==> src/rtl/acsp_pkg.sv <==
// Shared types and default widths for the acquisition/trigger core.
package acsp_pkg;

   localparam int unsigned ACSP_DATA_W = 8;
   localparam int unsigned ACSP_DIV_W  = 24;

   // Acquisition phases: waiting for arm, hunting for trigger, streaming.
   typedef enum logic [1:0] {
      IDLE  = 2'd0,
      ARMED = 2'd1,
      RUN   = 2'd2
   } state_t;

endpackage

==> src/rtl/acsp_clk_div.sv <==
// Sample-rate divider: free-running counter that produces a tick when the
// count reaches the programmed divider.
//   system_clock  clock, rising edge
//   reset         asynchronous, active-high
//   clear         restart the count from 0 (takes priority)
//   enable        counting allowed; count held at 0 otherwise
//   divider       sample period minus one
//   tick_c        combinational tick for the current cycle
module acsp_clk_div
   import acsp_pkg::*;
#(
   parameter int unsigned DIV_W = ACSP_DIV_W
) (
   input  logic             system_clock,
   input  logic             reset,
   input  logic             clear,
   input  logic             enable,
   input  logic [DIV_W-1:0] divider,
   output logic             tick_c
);

   logic [DIV_W-1:0] cnt;

   // >= rather than == so a divider lowered below the count ticks at once.
   assign tick_c = enable && (cnt >= divider);

   // Count register: cleared on arm, when idle, and on every tick.
   always_ff @(posedge system_clock or posedge reset) begin
      if (reset) begin
         cnt <= '0;
      end else if (clear || !enable || tick_c) begin
         cnt <= '0;
      end else begin
         cnt <= cnt + DIV_W'(1);
      end
   end

endmodule

==> src/rtl/acsp_top.sv <==
// Logic-analyzer acquisition/trigger core. Samples the probe bus at the
// divided rate, waits for an armed edge/level trigger, then streams every
// sample tick to the capture FIFO with a one-clock valid strobe.
//   system_clock       clock, rising edge
//   reset              asynchronous, active-high
//   dataToSample       probe data (already synchronous)
//   fallPattern        falling-edge / must-be-0 bits
//   risePattern        rising-edge / must-be-1 bits
//   divider            sample period minus one
//   edge_capture       1 = edge trigger, 0 = level trigger
//   arm                rising edge (re)arms the trigger
//   run                high while capturing
//   dataSamplerToFIFO  captured sample
//   dataValidToFIFO    one-clock strobe qualifying dataSamplerToFIFO
module acsp_top
   import acsp_pkg::*;
#(
   parameter int unsigned DATA_W = ACSP_DATA_W,
   parameter int unsigned DIV_W  = ACSP_DIV_W
) (
   input  logic              system_clock,
   input  logic              reset,
   input  logic [DATA_W-1:0] dataToSample,
   input  logic [DATA_W-1:0] fallPattern,
   input  logic [DATA_W-1:0] risePattern,
   input  logic [DIV_W-1:0]  divider,
   input  logic              edge_capture,
   input  logic              arm,
   output logic              run,
   output logic [DATA_W-1:0] dataSamplerToFIFO,
   output logic              dataValidToFIFO
);

   state_t            state_q, state_d;
   logic              arm_q;
   logic              arm_pulse_c;
   logic              div_en_c;
   logic              tick_c;
   logic              trig_c;
   logic              edge_hit_c;
   logic              level_hit_c;
   logic              primed_q, primed_d;
   logic [DATA_W-1:0] ref_q, ref_d;
   logic              run_d;
   logic [DATA_W-1:0] data_d;
   logic              valid_d;

   assign arm_pulse_c = arm && !arm_q;
   assign div_en_c    = (state_q != IDLE);

   acsp_clk_div #(
      .DIV_W (DIV_W)
   ) u_clk_div (
      .system_clock (system_clock),
      .reset        (reset),
      .clear        (arm_pulse_c),
      .enable       (div_en_c),
      .divider      (divider),
      .tick_c       (tick_c)
   );

   // Edge: any armed bit moved in its armed direction since the last tick.
   assign edge_hit_c  = (|((ref_q & ~dataToSample) & fallPattern)) ||
                        (|((~ref_q & dataToSample) & risePattern));
   // Level: all armed bits at their required value, and at least one armed.
   assign level_hit_c = ((dataToSample & risePattern) == risePattern) &&
                        ((~dataToSample & fallPattern) == fallPattern) &&
                        ((risePattern | fallPattern) != '0);
   assign trig_c      = edge_capture ? edge_hit_c : level_hit_c;

   // Next-state / next-output logic; arm pulse overrides everything.
   always_comb begin
      state_d  = state_q;
      primed_d = primed_q;
      ref_d    = ref_q;
      run_d    = run;
      data_d   = dataSamplerToFIFO;
      valid_d  = 1'b0;
      if (arm_pulse_c) begin
         state_d  = ARMED;
         primed_d = 1'b0;
         run_d    = 1'b0;
      end else begin
         case (state_q)
            IDLE: begin
            end
            ARMED: begin
               if (tick_c) begin
                  ref_d = dataToSample;
                  // First tick after arming only establishes the reference.
                  if (!primed_q) begin
                     primed_d = 1'b1;
                  end else if (trig_c) begin
                     state_d = RUN;
                     run_d   = 1'b1;
                     data_d  = dataToSample;
                     valid_d = 1'b1;
                  end
               end
            end
            RUN: begin
               if (tick_c) begin
                  ref_d   = dataToSample;
                  data_d  = dataToSample;
                  valid_d = 1'b1;
               end
            end
            default: begin
               state_d = IDLE;
               run_d   = 1'b0;
            end
         endcase
      end
   end

   // State and registered outputs.
   always_ff @(posedge system_clock or posedge reset) begin
      if (reset) begin
         state_q           <= IDLE;
         arm_q             <= 1'b0;
         primed_q          <= 1'b0;
         ref_q             <= '0;
         run               <= 1'b0;
         dataSamplerToFIFO <= '0;
         dataValidToFIFO   <= 1'b0;
      end else begin
         state_q           <= state_d;
         arm_q             <= arm;
         primed_q          <= primed_d;
         ref_q             <= ref_d;
         run               <= run_d;
         dataSamplerToFIFO <= data_d;
         dataValidToFIFO   <= valid_d;
      end
   end

endmodule

==> config.mk <==
export PLATFORM = sky130hd
export DESIGN_NAME = acsp_top
export DESIGN_NICKNAME = d
export VERILOG_FILES = /design/src/rtl/acsp_pkg.sv /design/src/rtl/acsp_clk_div.sv /design/src/rtl/acsp_top.sv
export SDC_FILE = /design/constraint.sdc
export NUM_CORES = 1
export LEC_CHECK = 0
export CAP_MARGIN = 10
export CORE_MARGIN = 2
export CORE_UTILIZATION = 45
export CTS_BUF_LIST = sky130_fd_sc_hd__clkbuf_16
export DETAILED_ROUTE_END_ITERATION = 6
export PLACE_DENSITY_LB_ADDON = 0.15
export SLEW_MARGIN = 40
export SYNTH_ARGS = -nofsm -noshare
export SYNTH_HDL_FRONTEND = slang
export SYNTH_SLANG_ARGS = --single-unit
==> constraint.sdc <==
create_clock -name system_clock -period 2.8 [get_ports system_clock]
set_input_delay 0.28 -clock system_clock [delete_from_list [all_inputs] [get_ports system_clock]]
set_output_delay 0.28 -clock system_clock [all_outputs]
set_load 0.01 [all_outputs]
# ---- Yosys cells after proc, flatten, opt, wreduce, memory -nomap -nowiden
# Index checks and enable logic that the tools add are counted.
dict set report classes {
  add_sub_neg 1
  magnitude_cmp 1
  n_eq_ne 12
  n_mux 26
  bitwise 10
  reduce_logical 23
}
# op count
set op_table {}
lappend op_table {{$and 8x8->8} 6}
lappend op_table {{$mux 8} 4}
lappend op_table {{$add 24x1->24 const B} 1}
lappend op_table {{$ge 24x24->1} 1}
lappend op_table {{$mux 24} 1}
lappend op_table {{$eq 8x8->1} 2}
lappend op_table {{$not 8->8} 2}
lappend op_table {{$pmux 8 s2} 1}
lappend op_table {{$reduce_or 8->1} 2}
lappend op_table {{$mux 1} 13}
lappend op_table {{$mux 2} 4}
lappend op_table {{$or 8x8->8} 1}
lappend op_table {{$reduce_bool 2->1} 4}
lappend op_table {{$reduce_bool 8->1} 1}
lappend op_table {{$ne 2x1->1 const B} 3}
lappend op_table {{$ne 3x2->1 const B} 2}
lappend op_table {{$reduce_and 6->1} 1}
lappend op_table {{$logic_and 1x1->1} 4}
lappend op_table {{$ne 2x2->1 const B} 2}
lappend op_table {{$pmux 1 s2} 2}
lappend op_table {{$pmux 2 s2} 1}
lappend op_table {{$reduce_and 4->1} 1}
lappend op_table {{$reduce_or 2->1} 2}
lappend op_table {{$logic_or 1x1->1} 3}
lappend op_table {{8 further kinds} 9}
dict set report word_totals {
  regBits 46
  inputBits 52
  word_cells 81
}

# ---- Longest topological paths before layout
# Gate-level depths: netlist of the first run.
dict set report logic_depth {
  depth_word 11
  mapped_depth 11
  depth_no_buf 9
}

# ---- Hierarchy
# Synthesis of the first run repeated with hierarchy kept, for this count alone.
dict set report hier_totals {
  cells_unflattened 354
  hier_area_um2 3178.0
}
# mod n_inst cells_per_inst area_each_um2 seq_area_each_um2
set by_module_without_submodules {}
lappend by_module_without_submodules {acsp_clk_div 1 199 1774.2 600.6}
lappend by_module_without_submodules {acsp_top 1 155 1403.8 525.5}

# ---- Least setup slack after synthesis of the first run
# Ideal clock, no wire load.
dict set report synth_timing {
  kind {register to register}
  from {reg u_clk_div.cnt[2]}
  to {reg dataSamplerToFIFO[0]}
  setup_ps 125
  t_arrival_ps 2475
  required_ps 2675
  setup_slack_ps 200
  path_stages_with_launch 9
  n_path_buf 1
  period_less_slack_ps 2600
  cell_sequence {dfrtp_1 ha_1 o211ai_1 a2111oi_0 o211ai_1 and4b_1 clkbuf_2 a2111oi_4 mux2_2}
}
dict set report synth_between {
  elab_chain_cells 4
}
# element line_no
set synth_rtl {}
lappend synth_rtl {{from (decl)} acsp_clk_div.sv:22} ;# logic [DIV_W-1:0] cnt;
lappend synth_rtl {{from (signal assigned)} acsp_clk_div.sv:34} ;# cnt <= cnt + DIV_W'(1);
lappend synth_rtl {{$ge 24x24->1 *} acsp_clk_div.sv:25} ;# assign tick_c = enable && (cnt >= divider);
lappend synth_rtl {{$logic_and 1x1->1 *} acsp_clk_div.sv:25}
lappend synth_rtl {{$ne 2x1->1 (no source line)} --}
lappend synth_rtl {{$reduce_and 6->1 (no source line) *} --}
lappend synth_rtl {{to (signal assigned)} acsp_top.sv:132} ;# dataSamplerToFIFO <= data_d;
lappend synth_rtl {{to (decl)} acsp_top.sv:30} ;# output logic [DATA_W-1:0] dataSamplerToFIFO,
# Mark *: on every way between the ends. The rest lies on a longest branch, timed or not.
# A chain may end at the register's enable or synchronous reset.

# ---- Final worst setup path of the first run
dict set report layout_timing {
  from {in divider[2]}
  to {reg dataSamplerToFIFO[6]}
}
dict set report layout_between {
  elab_chain_cells 4
}
# element line_no
set layout_rtl {}
lappend layout_rtl {{from (decl)} acsp_top.sv:26} ;# input logic [DIV_W-1:0] divider,
lappend layout_rtl {{$ge 24x24->1 *} acsp_clk_div.sv:25}
lappend layout_rtl {{$logic_and 1x1->1 *} acsp_clk_div.sv:25}
lappend layout_rtl {{$ne 2x1->1 (no source line)} --}
lappend layout_rtl {{$reduce_and 6->1 (no source line) *} --}
# Marks and branches as above.

==> metrics.txt, run 1 <==
post-synthesis cell count 304; CTS tree yes; num ports 62; final wirelength 6.14 mm; CTS sink count 45; GP Congestion 0.923; Die Y 83.4 um; chip width 83.4 um; CP Cell Sequence clkdlybuf4s50_1 > inv_1 > ha_1 > a211oi_2 > a2111oi_2 > buf_4 > o211ai_1 > and4b_1 > a2111oi_4 > buf_6 > mux2_2; Total GRT Usage 19.0%; clock root cell clkbuf_16; YS warnings 0; Yosys reg bits 45; setup tns final 0 ns; Least-Margin Pin Slew 0.564 ns; Non-Filler Instances 458; Seq/Total Area, Yosys 39.7%; Setup crit end kind register; HPWL after DPL 4.74 mm; worst vdd ir 0.000325 V; Slew HR 62.4%; worst setup path class input pin to register; hold crit path type input pin to asynchronous set/reset pin; largest net degree at the start of global routing 46; antenna diode count 0; H-tree levels 2; vias in the first global route 2515; RSZ-0062 raised after global routing false; share of cells above drive strength 1 11.7%; Max Freq 0.373 GHz; status completed; Cell Rows 28; crit path max fanout 8; Max Cap Viol 0; number of antenna violations at the first check in global routing 0; Synth area leaders dfrtp_1 (40%), ha_1 (12%), mux2_2 (6.4%); top-area cell type share of the netlist area 39.7%; CORE AREA 5990 um2; Reg2Reg Capture Point ref_q[3]; Starting Density 47.3%; skew final 0.00757 ns; first-pass GRT wire length 11.0 mm; hold buffer count at CTS 0; Routed WL per cell 13.4 um; number of CTS-inserted buffers 5; Required @ worst endpoint 2.97 ns; Worst R2R Path Depth 9; nets 462; dpl cells 450; Finished Cell Area 3850 um2; R2R Setup Slk 0.21 ns; via/cell ratio 5.24; Synth area leader dfrtp_1; Crit Reg-Reg Startpoint u_clk_div.cnt[11]; CTS Buffer Depth 2; crit path DAT 2.84 ns; total grt overflow 0; CP peak stage delay 0.45 ns; clk_lat worst skew 0.29 ns; Pwr Density 482 nW/um2; # DRC 0; Tmin final 2.68 ns; hold slack 0.431 ns; Top Family by Delay on Critical Path buffers and inverters; Setup Buffers After CTS 0; via count 2402; remaining antenna violation count after routing 0; Leak 1.80 nW; die footprint 6950 um2; Final setup viols 0; P&R area growth vs syn 35.8%; Syn Nets 384; Post-Syn Area 2840 um2; router iterations before antenna repair 4; Placed Area 3650 um2; PortBufs 61; Final period util 95.6%; CP Buf/Inv Count 4; Final Hold Fails 0; Reg clk slew, reported paths 0.07 ns; Critical Path Slowest Stage Cell clkdlybuf4s50_1; Synth Area per Inst 9.33 um2; iteration-0 DRC count of the detailed router 97; Critical Path Start Type input pin; count of different cell masters after synthesis 39; final slew viol count 0
-- sequential cells by signal, summed over array words and instances, names as in the netlist --
signal and flops:
arm_q 1, dataSamplerToFIFO 8, dataValidToFIFO 1, primed_q 1, ref_q 8, run 1, state_q 1, u_clk_div.cnt 24
-- stage by stage --
| stage | setup slack (ns) | util (%) | power, mW |
|---|---|---|---|
| floorplan | 0.200 | - | 0.916 |
| CTS | 0.0301 | 64.1 | 1.86 |
| finish | 0.122 | 64.3 | 1.85 |
| global route | 0.00948 | 64.3 | 1.96 |
| global placement | -0.219 | 60.9 | 1.10 |
| detailed placement | -0.276 | 60.9 | 1.11 |
-- worst max path at each step --
| stage | from | endpoint | slack, ns | depth (start not counted) |
|---|---|---|---|---|
| finish | divider[2] | dataSamplerToFIFO[6] | 0.12 | 11 |
| global route | divider[2] | ref_q[1] | 0.009 | 12 |
| CTS | divider[2] | dataSamplerToFIFO[6] | 0.03 | 11 |
| detailed placement | divider[2] | dataSamplerToFIFO[6] | -0.28 | 11 |
| global placement | divider[2] | dataSamplerToFIFO[5] | -0.22 | 11 |
| floorplan | u_clk_div.cnt[2] | dataSamplerToFIFO[0] | 0.20 | 8 |
-- placed cells by master, fill, tap and decap left out, types with 2 or more instances in the layout --
cell             synthesis  layout
xor2_1                  14      14
xnor2_1                  8       8
ha_1                    28      28
nor4_1                   6       6
o21ai_0                  6       6
o211ai_1                 4       4
mux2i_1                  5       5
nand4_1                  8       8
bufinv_16                0       2
dfrtp_1                 45      45
and3_1                   3       3
nand2_1                 29      29
o22ai_1                  8       8
buf_4                    0      13
nor2_1                  34      34
clkbuf_16                0       5
nor3_1                   2       2
nor2b_1                  3       3
mux2_2                  16      16
clkdlybuf4s50_1          0      61
nand2b_1                 2       2
nand3_1                 15      15
a21oi_1                 13      13
inv_1                   33      32
-- tightest hold or removal path, stage by stage --
cell	delay (ns)
clkdlybuf4s50_1	0.40
clkinv_1	0.04
buf_4	0.46
-- power by group --
part	internal [mW]	total, mW	switching (mW)
registers	0.683	0.707	0.0238
clock network	0.510	0.754	0.244
logic	0.201	0.394	0.193
total	1.39	1.85	0.461
-- final cells by class --
| type | instances | area [um2] |
|---|---|---|
| Sequential cell | 45 | 1130 |
| Inverter | 33 | 124 |
| Clock inverter | 3 | 65.1 |
| Timing Repair Buffer | 76 | 739 |
| Tap cell | 75 | 93.8 |
| Multi-Input combinational cell | 221 | 1580 |
| Clock buffer | 5 | 125 |
| Fill cell | 500 | 2140 |
-- per-layer routing --
layer / GRT usage (%) / vias to the layer above / share of wire [%]
li1: - / 1215 / -
met1: 24.9 / 1133 / 46
met2: 31.7 / 48 / 49
met3: 4.47 / 6 / 4.3
met4: 4.77 / 0 / 1.2
met5: 0 / - / 0
-- synthesized netlist by cell type --
| cell | instances |
|---|---|
| a2111oi_0 | 1 |
| a2111oi_4 | 1 |
| a211oi_1 | 1 |
| a21boi_0 | 1 |
| a21o_1 | 1 |
| a21oi_1 | 13 |
| a221oi_1 | 1 |
| a22oi_1 | 1 |
| and2_0 | 1 |
| and2_1 | 1 |
| and3_1 | 3 |
| and4_1 | 1 |
| and4b_1 | 1 |
| clkbuf_1 | 4 |
| clkbuf_2 | 1 |
| dfrtp_1 | 45 |
| ha_1 | 28 |
| inv_1 | 33 |
| mux2_2 | 16 |
| mux2i_1 | 5 |
| nand2_1 | 29 |
| nand2b_1 | 2 |
| nand3_1 | 15 |
| nand3b_1 | 1 |
| nand4_1 | 8 |
| nor2_1 | 34 |
| nor2b_1 | 3 |
| nor3_1 | 2 |
| nor3b_1 | 1 |
| nor4_1 | 6 |
| nor4_2 | 1 |
| o211ai_1 | 4 |
| o21a_1 | 1 |
| o21ai_0 | 6 |
| o221a_2 | 1 |
| o22ai_1 | 8 |
| or2_2 | 1 |
| xnor2_1 | 8 |
| xor2_1 | 14 |
-- cells by family (layout without fill, tap and decap cells) --
| family | Yosys count | after routing | synth area share (%) |
|---|---|---|---|
| flip-flops | 45 | 45 | 39.7 |
| adder cells (fa/ha/maj) | 28 | 28 | 12.4 |
| AND/OR/NAND/NOR | 110 | 110 | 18.5 |
| XOR/XNOR | 22 | 22 | 6.79 |
| buffers and inverters | 38 | 117 | 5.07 |
| AO/OA/AOI/OAI | 40 | 40 | 9.48 |
| multiplexers | 21 | 21 | 8.12 |
-- repair_timing --
item                                    CTS  global route
pin swaps                                 0             1
resized for setup                         1             3
endpoints found under the setup margin    1            16
Note: power is estimated with default switching activity, not from simulation.
==> run 2, diff against run 1 <==
--- a/config.mk
+++ b/config.mk
@@ -9,6 +9,7 @@
 export CORE_MARGIN = 2
 export CORE_UTILIZATION = 45
 export CTS_BUF_LIST = sky130_fd_sc_hd__clkbuf_16
+export CTS_CLUSTER_SIZE = 12
 export DETAILED_ROUTE_END_ITERATION = 6
 export PLACE_DENSITY_LB_ADDON = 0.15
 export SLEW_MARGIN = 40
==> results of run 2 <==
Same layout as run 1: the final DEF is identical, and so are final timing and power.
